### config.mk
export PLATFORM = sky130hd
export DESIGN_NAME = hp0_wr_arbiter
export DESIGN_NICKNAME = d
export VERILOG_FILES = /design/src/rtl/hp0_wr_arbiter_pkg.sv /design/src/rtl/hp0_wr_arbiter_rr.sv /design/src/rtl/hp0_wr_arbiter.sv
export SDC_FILE = /design/constraint.sdc
export NUM_CORES = 1
export LEC_CHECK = 0
export CAP_MARGIN = 20
export CORE_AREA = 2 2 144 146
export DETAILED_ROUTE_END_ITERATION = 10
export DIE_AREA = 0 0 146 148
export PLACE_DENSITY = 0.54
export SYNTH_ARGS = -nofsm -noshare
export SYNTH_HDL_FRONTEND = slang
export SYNTH_SLANG_ARGS = --single-unit
export TNS_END_PERCENT = 20
### constraint.sdc
create_clock -name aclk -period 2.46 [get_ports aclk]
set_input_delay 0.246 -clock aclk [delete_from_list [all_inputs] [get_ports aclk]]
set_output_delay 0.246 -clock aclk [all_outputs]
set_load 0.05 [all_outputs]
### src/rtl/hp0_wr_arbiter_pkg.sv
// Shared types and constants for the HP0 write-port arbiter.
package hp0_wr_arbiter_pkg;

  typedef enum logic [1:0] {
    IDLE = 2'd0,
    ADDR = 2'd1,
    DATA = 2'd2,
    RESP = 2'd3
  } wr_arb_state_t;

  localparam logic [1:0] AXI_RESP_OKAY  = 2'b00;
  localparam logic [1:0] AXI_BURST_INCR = 2'b01;
  localparam int         HP0_LEN_W      = 4;

  // Requester WLAST must agree with the beat count derived from AWLEN.
  function automatic logic wlast_mismatch(input logic req_wlast, input logic last_beat);
    return req_wlast ^ last_beat;
  endfunction

endpackage

### src/rtl/hp0_wr_arbiter_rr.sv
// Combinational round-robin picker: first requester after ptr, wrapping.
module rr_arbiter #(
  parameter int N     = 2,
  parameter int PTR_W = (N > 1) ? $clog2(N) : 1
) (
  input  logic [N-1:0]     req,
  input  logic [PTR_W-1:0] ptr,
  output logic [N-1:0]     gnt,
  output logic [PTR_W-1:0] gnt_idx
);

  // Rotate priority so the requester just served is searched last.
  always_comb begin
    logic             found_s;
    logic [PTR_W-1:0] idx_s;
    gnt     = {N{1'b0}};
    gnt_idx = {PTR_W{1'b0}};
    found_s = 1'b0;
    idx_s   = {PTR_W{1'b0}};
    for (int i = 1; i <= N; i++) begin
      idx_s = PTR_W'((int'(ptr) + i) % N);
      if (!found_s && req[idx_s]) begin
        gnt[idx_s] = 1'b1;
        gnt_idx    = idx_s;
        found_s    = 1'b1;
      end else begin
        found_s = found_s;
      end
    end
  end

endmodule

### src/rtl/hp0_wr_arbiter.sv
// Round-robin sharing of the HP0 AXI3 write port between NUM_REQ burst masters,
// one complete AW/W/B transaction at a time, with WLAST regeneration and error flags.
module hp0_wr_arbiter
  import hp0_wr_arbiter_pkg::*;
#(
  parameter int NUM_REQ = 2,
  parameter int ADDR_W  = 32,
  parameter int DATA_W  = 64,
  parameter int LEN_W   = HP0_LEN_W
) (
  input  logic                           aclk,
  input  logic                           rst_n,
  input  logic [NUM_REQ*ADDR_W-1:0]      s_awaddr,
  input  logic [NUM_REQ*LEN_W-1:0]       s_awlen,
  input  logic [NUM_REQ*3-1:0]           s_awsize,
  input  logic [NUM_REQ*2-1:0]           s_awburst,
  input  logic [NUM_REQ-1:0]             s_awvalid,
  output logic [NUM_REQ-1:0]             s_awready,
  input  logic [NUM_REQ*DATA_W-1:0]      s_wdata,
  input  logic [NUM_REQ*(DATA_W/8)-1:0]  s_wstrb,
  input  logic [NUM_REQ-1:0]             s_wlast,
  input  logic [NUM_REQ-1:0]             s_wvalid,
  output logic [NUM_REQ-1:0]             s_wready,
  output logic [NUM_REQ-1:0]             s_bvalid,
  output logic [NUM_REQ*2-1:0]           s_bresp,
  input  logic [NUM_REQ-1:0]             s_bready,
  output logic [ADDR_W-1:0]              m_axi_awaddr,
  output logic [LEN_W-1:0]               m_axi_awlen,
  output logic [2:0]                     m_axi_awsize,
  output logic [1:0]                     m_axi_awburst,
  output logic                           m_axi_awvalid,
  input  logic                           m_axi_awready,
  output logic [DATA_W-1:0]              m_axi_wdata,
  output logic [DATA_W/8-1:0]            m_axi_wstrb,
  output logic                           m_axi_wlast,
  output logic                           m_axi_wvalid,
  input  logic                           m_axi_wready,
  input  logic                           m_axi_bvalid,
  input  logic [1:0]                     m_axi_bresp,
  output logic                           m_axi_bready,
  output logic [NUM_REQ-1:0]             grant_o,
  output logic                           busy_o,
  output logic [1:0]                     err_o,
  input  logic                           clr_err_i
);

  localparam int PTR_W  = (NUM_REQ > 1) ? $clog2(NUM_REQ) : 1;
  localparam int STRB_W = DATA_W / 8;

  wr_arb_state_t      state_r;
  logic [NUM_REQ-1:0] grant_r;
  logic [PTR_W-1:0]   gidx_r;
  logic [PTR_W-1:0]   ptr_r;
  logic [LEN_W-1:0]   cnt_r;
  logic               busy_r;
  logic [1:0]         err_r;
  logic [1:0]         err_set_s;
  logic [NUM_REQ-1:0] rr_gnt_s;
  logic [PTR_W-1:0]   rr_idx_s;
  logic               aw_hs_s;
  logic               w_hs_s;
  logic               b_hs_s;
  logic               last_beat_s;

  rr_arbiter #(.N(NUM_REQ), .PTR_W(PTR_W)) u_rr (
    .req     (s_awvalid),
    .ptr     (ptr_r),
    .gnt     (rr_gnt_s),
    .gnt_idx (rr_idx_s)
  );

  assign grant_o = grant_r;
  assign busy_o  = busy_r;
  assign err_o   = err_r;

  // Downstream channels follow the owner's slice; valids are gated by phase.
  always_comb begin
    m_axi_awaddr  = s_awaddr[int'(gidx_r)*ADDR_W +: ADDR_W];
    m_axi_awlen   = s_awlen[int'(gidx_r)*LEN_W +: LEN_W];
    m_axi_awsize  = s_awsize[int'(gidx_r)*3 +: 3];
    m_axi_awburst = s_awburst[int'(gidx_r)*2 +: 2];
    m_axi_wdata   = s_wdata[int'(gidx_r)*DATA_W +: DATA_W];
    m_axi_wstrb   = s_wstrb[int'(gidx_r)*STRB_W +: STRB_W];
    last_beat_s   = (cnt_r == {LEN_W{1'b0}});
    m_axi_awvalid = (state_r == ADDR) && s_awvalid[gidx_r];
    m_axi_wvalid  = (state_r == DATA) && s_wvalid[gidx_r];
    m_axi_wlast   = (state_r == DATA) && last_beat_s;
    m_axi_bready  = (state_r == RESP) && s_bready[gidx_r];
    aw_hs_s       = m_axi_awvalid && m_axi_awready;
    w_hs_s        = m_axi_wvalid && m_axi_wready;
    b_hs_s        = m_axi_bvalid && m_axi_bready;
    err_set_s[0]  = w_hs_s && wlast_mismatch(s_wlast[gidx_r], last_beat_s);
    err_set_s[1]  = b_hs_s && (m_axi_bresp != AXI_RESP_OKAY);
  end

  // Non-owners always see idle handshake signals and an OKAY-coded response.
  always_comb begin
    s_awready = {NUM_REQ{1'b0}};
    s_wready  = {NUM_REQ{1'b0}};
    s_bvalid  = {NUM_REQ{1'b0}};
    s_bresp   = {(NUM_REQ*2){1'b0}};
    case (state_r)
      ADDR: s_awready[gidx_r] = m_axi_awready;
      DATA: s_wready[gidx_r]  = m_axi_wready;
      RESP: begin
        s_bvalid[gidx_r]                 = m_axi_bvalid;
        s_bresp[int'(gidx_r)*2 +: 2]     = m_axi_bresp;
      end
      default: s_awready = {NUM_REQ{1'b0}};
    endcase
  end

  // Transaction FSM with beat counter and registered grant/busy.
  always_ff @(posedge aclk or negedge rst_n) begin
    if (!rst_n) begin
      state_r <= IDLE;
      grant_r <= {NUM_REQ{1'b0}};
      gidx_r  <= {PTR_W{1'b0}};
      ptr_r   <= PTR_W'(NUM_REQ - 1);
      cnt_r   <= {LEN_W{1'b0}};
      busy_r  <= 1'b0;
    end else begin
      case (state_r)
        IDLE: begin
          if (|s_awvalid) begin
            grant_r <= rr_gnt_s;
            gidx_r  <= rr_idx_s;
            busy_r  <= 1'b1;
            state_r <= ADDR;
          end else begin
            state_r <= IDLE;
          end
        end
        ADDR: begin
          if (aw_hs_s) begin
            cnt_r   <= m_axi_awlen;
            state_r <= DATA;
          end else begin
            state_r <= ADDR;
          end
        end
        DATA: begin
          if (w_hs_s) begin
            cnt_r   <= cnt_r - {{(LEN_W-1){1'b0}}, 1'b1};
            state_r <= last_beat_s ? RESP : DATA;
          end else begin
            state_r <= DATA;
          end
        end
        RESP: begin
          if (b_hs_s) begin
            ptr_r   <= gidx_r;
            grant_r <= {NUM_REQ{1'b0}};
            busy_r  <= 1'b0;
            cnt_r   <= {LEN_W{1'b0}};
            state_r <= IDLE;
          end else begin
            state_r <= RESP;
          end
        end
        default: begin
          grant_r <= {NUM_REQ{1'b0}};
          busy_r  <= 1'b0;
          state_r <= IDLE;
        end
      endcase
    end
  end

  // Sticky error flags; a new error wins over a same-cycle clear.
  always_ff @(posedge aclk or negedge rst_n) begin
    if (!rst_n) begin
      err_r <= 2'b00;
    end else if (clr_err_i) begin
      err_r <= err_set_s;
    end else begin
      err_r <= err_r | err_set_s;
    end
  end

endmodule

# --- Word level (Yosys, flattened, before mapping) ---
# Index checks and enable logic that the tools add are counted.
op_classes:
  add_sub_neg: 4
  n_mul: 1
  magnitude_cmp: 6
  n_eq_ne: 7
  shift: 8
  n_mux: 44
  n_bitwise: 7
  reduce_logical: 24
op_table:
  columns: ["operator", "n"]
  rows:
  - ["$shiftx 128x8->64", 1]
  - ["$shiftx 64x7->32", 1]
  - ["$neg 2->33", 1]
  - ["$shift 2x33->4 const A", 1]
  - ["$shiftx 2x33->4", 1]
  - ["$mux 1", 23]
  - ["$mux 2", 10]
  - ["$mux 4", 4]
  - ["$shiftx 16x5->8", 1]
  - ["$logic_and 1x1->1", 13]
  - ["$pmux 4 s3", 1]
  - ["$ne 2x2->1 const B", 4]
  - ["$pmux 2 s4", 1]
  - ["$shiftx 8x4->4", 1]
  - ["$and 2x2->2", 3]
  - ["$lt 1x2->1 const B", 3]
  - ["$shiftx 6x4->3", 1]
  - ["$and 4x4->4", 1]
  - ["$eq 2x2->1 const B", 2]
  - ["$logic_not 4->1", 1]
  - ["$or 2x2->2", 2]
  - ["$pmux 2 s2", 1]
  - ["$reduce_and 2->1", 2]
  - ["$reduce_and 4->1", 1]
  - ["other kinds (15)", 21]
word_totals:
  reg_bits: 13
  in_bits: 242
  output_inout_bits: 132
  elab_cells: 108

# --- Logic depth before layout (Yosys ltp) ---
logic_depth:
  word_depth: 10
  depth_mapped: 6
  mapped_depth_nobuf: 5

# --- By module ---
# From an unflattened synthesis, not the netlist that was laid out.
unflattened:
  hier_cells: 237
  hier_area_um2: 2346.0
by_module_without_submodules:
  columns: ["module", "n_inst", "cells_per_inst", "area_per_inst_um2", "seq_area_each_um2"]
  rows:
  - ["hp0_wr_arbiter", 1, 233, 2319.7, 326.6]
  - ["rr_arbiter", 1, 4, 26.3, 0.0]

# --- Worst setup path after synthesis ---
# Ideal clock, no wire load.
synth_path:
  kind: "reg2reg"
  from: "reg state_r[0]"
  to: "reg ptr_r"
  setup_time_ns: 0.082
  arrival_ns: 1.836
  required_ns: 2.378
  slack_ns: 0.542
  path_stages_with_launch: 5
  cell_sequence: "dfrtp_1 > ha_1 > nor2b_1 > nand2_1 > mux2_2"
synth_between:
  elab_chain_cells: 4
synth_lines:
  columns: ["element", "line_no", "rtl"]
  rows:
  - ["start, declared", "hp0_wr_arbiter.sv:50", "wr_arb_state_t state_r;"]
  - ["start signal, assigned", "hp0_wr_arbiter.sv:145", "state_r <= last_beat_s ? RESP : DATA;"]
  - ["$eq 2x2->1", "hp0_wr_arbiter.sv:88", "m_axi_bready = (state_r == RESP) && s_bready[gidx_r];"]
  - ["$logic_and 1x1->1", "hp0_wr_arbiter.sv:88", null]
  - ["named net m_axi_bready", "hp0_wr_arbiter.sv:40", "output logic m_axi_bready,"]
  - ["$logic_and 1x1->1", "hp0_wr_arbiter.sv:91", "b_hs_s = m_axi_bvalid && m_axi_bready;"]
  - ["$reduce_and 2->1 (no source line)", null, null]
  - ["end signal, assigned", "hp0_wr_arbiter.sv:119", "ptr_r <= PTR_W'(NUM_REQ - 1);"]
  - ["end signal, assigned", "hp0_wr_arbiter.sv:152", "ptr_r <= gidx_r;"]
  - ["end, declared", "hp0_wr_arbiter.sv:53", "logic [PTR_W-1:0] ptr_r;"]
# The timed path passes the listed nets, and every way through them passes these cells.
# A chain may end at the register's enable or synchronous reset.

# --- Worst setup path in the final report ---
layout_path:
  from: "reg gidx_r"
  to: "out m_axi_wdata[60]"
layout_between:
  elab_chain_cells: 1
layout_lines:
  columns: ["element", "line_no", "rtl"]
  rows:
  - ["start, declared", "hp0_wr_arbiter.sv:52", "logic [PTR_W-1:0] gidx_r;"]
  - ["start signal, assigned", "hp0_wr_arbiter.sv:118", "gidx_r <= {PTR_W{1'b0}};"]
  - ["start signal, assigned", "hp0_wr_arbiter.sv:127", "gidx_r <= rr_idx_s;"]
  - ["$shiftx 128x8->64", "hp0_wr_arbiter.sv:82", "m_axi_wdata = s_wdata[int'(gidx_r)*DATA_W +: DATA_W];"]
  - ["end, declared", "hp0_wr_arbiter.sv:33", "output logic [DATA_W-1:0] m_axi_wdata,"]
# Every way passes these cells.

==> results.toml <==
[floorplan]
initial_core_util = 0.113
die_area_um2 = 21600
io-pin-count = 374
die_w_um = 146
row_count = 52
fp.dieH_um = 148
coreArea_um2 = 20000

[sta]
finalSetupTns_ns = 0
finalCriticalPeriod_ns = 2.17
setup_viol_count_final = 0
rsz0062_at_grt = "false"
hold_viol = 0
max_clock_freq_mhz = 461
period_share = 0.881
slew_headroom = 0.585
drv_slew = 0
worstMarginPinSlew_ns = 0.621
clock_skew_ns = 0.00233

[place]
dpl.hpwl_mm = 14.4
placed_area_um2 = 6130
port_buffers = 373
gp_congestion = 0.864

[grt]
grt_pass1_vias = 3441
grt_util_all_layers = 0.137
grt_antenna_before_repair = 5
grt_pass1_wl_mm = 22.5
gr-total-overflow = 0
grt_max_degree = 68

[synth]
synth_nets = 469
synth_area_per_cell_um2 = 10.3
synthFlopType = "dfrtp_1"
synth_cells = 220
synth_top_cell_area_share = 0.568
synth-async-reset-ratio = 1.00
synth_edf_count = 0
synth.largest_area_cell = "mux2_2"
synth.area.top_cells = "mux2_2 (57%), dfrtp_1 (13%), ha_1 (3.9%), buf_2 (2.2%), mux2i_1 (2.2%)"
netlist_area_um2 = 2260
yosysUniqueCellTypes = 32
ys_ff_latch = 13
seq_area_frac_synth = 0.144
yosysWarnings = 0

[clocking]
htreeDepth = 1
max-clock-path-buffers = 2
cts_buffers = 3
postCtsHoldBufs = 0
cts_setup_buffers = 0
cts_tree = "done"
cts_root_buf = "clkbuf_16"
cts.sink_count = 13
clk_pin_slew_ns = 0.04
post_cts_resized = 0
clock_latency_ns = 0.24

[route]
drtPass1Iterations = 4
drtIter0Drc = 97
num_vias = 3183
avgViaCountPerCell = 3.71
ant_nets = 0
wire_per_inst_um = 18.7
wirelength_mm = 16.1
post-route-drc-count = 0

[final_layout]
final_common_cell = "clkdlybuf4s50_1"
drive_gt1_frac = 0.429
fillers = 2123
area_delta_synth_final_pct = 175
regArea_um2 = 330
fin_area_um2 = 6220
final_cell_mix = "clkdlybuf4s50_1 (249), mux2_2 (114), buf_4 (114), buf_12 (13), dfrtp_1 (11)"
multi_input_area_um2 = 1830
fin_nets = 835

[setup_path]
rrSetupSlack_ns = 0.46
worstPathCellList = "mux2_2, clkdlybuf4s50_1"
crit_buf_inv = 1
slowest_delay_ns = 0.71
cp_slowest_cell = "clkdlybuf4s50_1"
rr_worst_depth = 4
cp.depth = 2
crit_path_max_fanout = 19
crit_type = "reg -> out"
worstSetupStartpointType = "register"
worst_ep_arrival_time_ns = 1.92
critPathTopFamily = "buffers and inverters"
worstPathRequired_ns = 2.21
end_kind = "output pin"

[run_status]
status = "complete, no violations"

[worst_hold_path]
hold_path_class = "in -> async"

[run]
drv_cap = 0

[power]
leakagePower_nw = 2.57
power.density_nw_per_um2 = 1060
ir_drop_v = 0.000610
[flip-flops by register name (all words and copies together) (netlist names)]
| signal | flops |
|---|---|
| cnt_r | 4 |
| err_o | 2 |
| grant_o | 2 |
| state_r | 2 |
| busy_o | 1 |
| gidx_r | 1 |
| ptr_r | 1 |
[kinds of logic after synthesis]
family,Yosys count,synth area share
buffers and inverters,23,0.0470
DFF,13,0.144
and+or+nand+nor,31,0.0742
AOI/OAI and AO/OA,21,0.0742
xor gates and xnor gates,3,0.0116
adders and majority gates,7,0.0387
muxes,122,0.610
[final timing paths]
| kind | start | end |
|---|---|---|
| setup / recovery | gidx_r | m_axi_wdata[60] |
| hold / removal | rst_n | grant_o[1] |
| setup reg to reg | gidx_r | cnt_r[3] |
| hold reg to reg | busy_o | busy_o |
| max in group asynchronous | rst_n | gidx_r |
| min in group aclk | busy_o | busy_o |
[cell usage after synthesis, types with 4 or more instances]
| library cell | n |
|---|---|
| and3_1 | 5 |
| dfrtp_1 | 12 |
| ha_1 | 7 |
| and2_1 | 6 |
| clkbuf_1 | 4 |
| mux2_2 | 114 |
| nor2b_1 | 6 |
| buf_2 | 10 |
| a22o_1 | 4 |
| nor2_1 | 5 |
| mux2i_1 | 5 |
| nand2_1 | 5 |
| inv_1 | 8 |
[metrics by stage]
stage / power, mW / setup WS (ns) / hold WS [ns] / utilization / cells
after CTS: 6.68 / 0.280 / 0.410 / 0.310 / 855
after global routing: 6.91 / 0.241 / 0.440 / 0.310 / 856
after detailed placement: 6.35 / 0.389 / 0.478 / 0.306 / 851
after global placement: 6.32 / 0.442 / 0.471 / 0.306 / 851
after floorplan: 4.37 / 0.542 / -0.0496 / - / 220
final: 6.59 / 0.292 / 0.397 / 0.310 / 858
[power breakdown]
part	switching (mW)	total [mW]	leakage (nW)	internal (mW)
Clock	0.0828	0.301	0.0382	0.218
Sequential	0.125	0.445	0.158	0.319
Combinational	3.56	5.85	2.38	2.29
Total	3.76	6.59	2.57	2.83
[worst reg2reg max path, delay by kind of cell, from the launching register on]
family             cells  cell delay [ns]
DFF                    1             0.60
muxes                  2             0.62
AOI/OAI and AO/OA      2             0.67
[final cells by class]
type,instances,share of cell area
Antenna cell,3,0.00121
Clock buffer,4,0.0127
Inverter,8,0.00483
Multi-Input combinational cell,184,0.294
Sequential cell,13,0.0531
Tap cell,270,0.0543
Timing Repair Buffer,376,0.580
[per-layer routing]
layer  GRT usage  part of all wire
met5           0            0.0017
met4      0.0146            0.0052
met3      0.0654              0.11
met2       0.241              0.50
met1       0.156              0.38
Note: power is estimated with default switching activity, not from simulation.
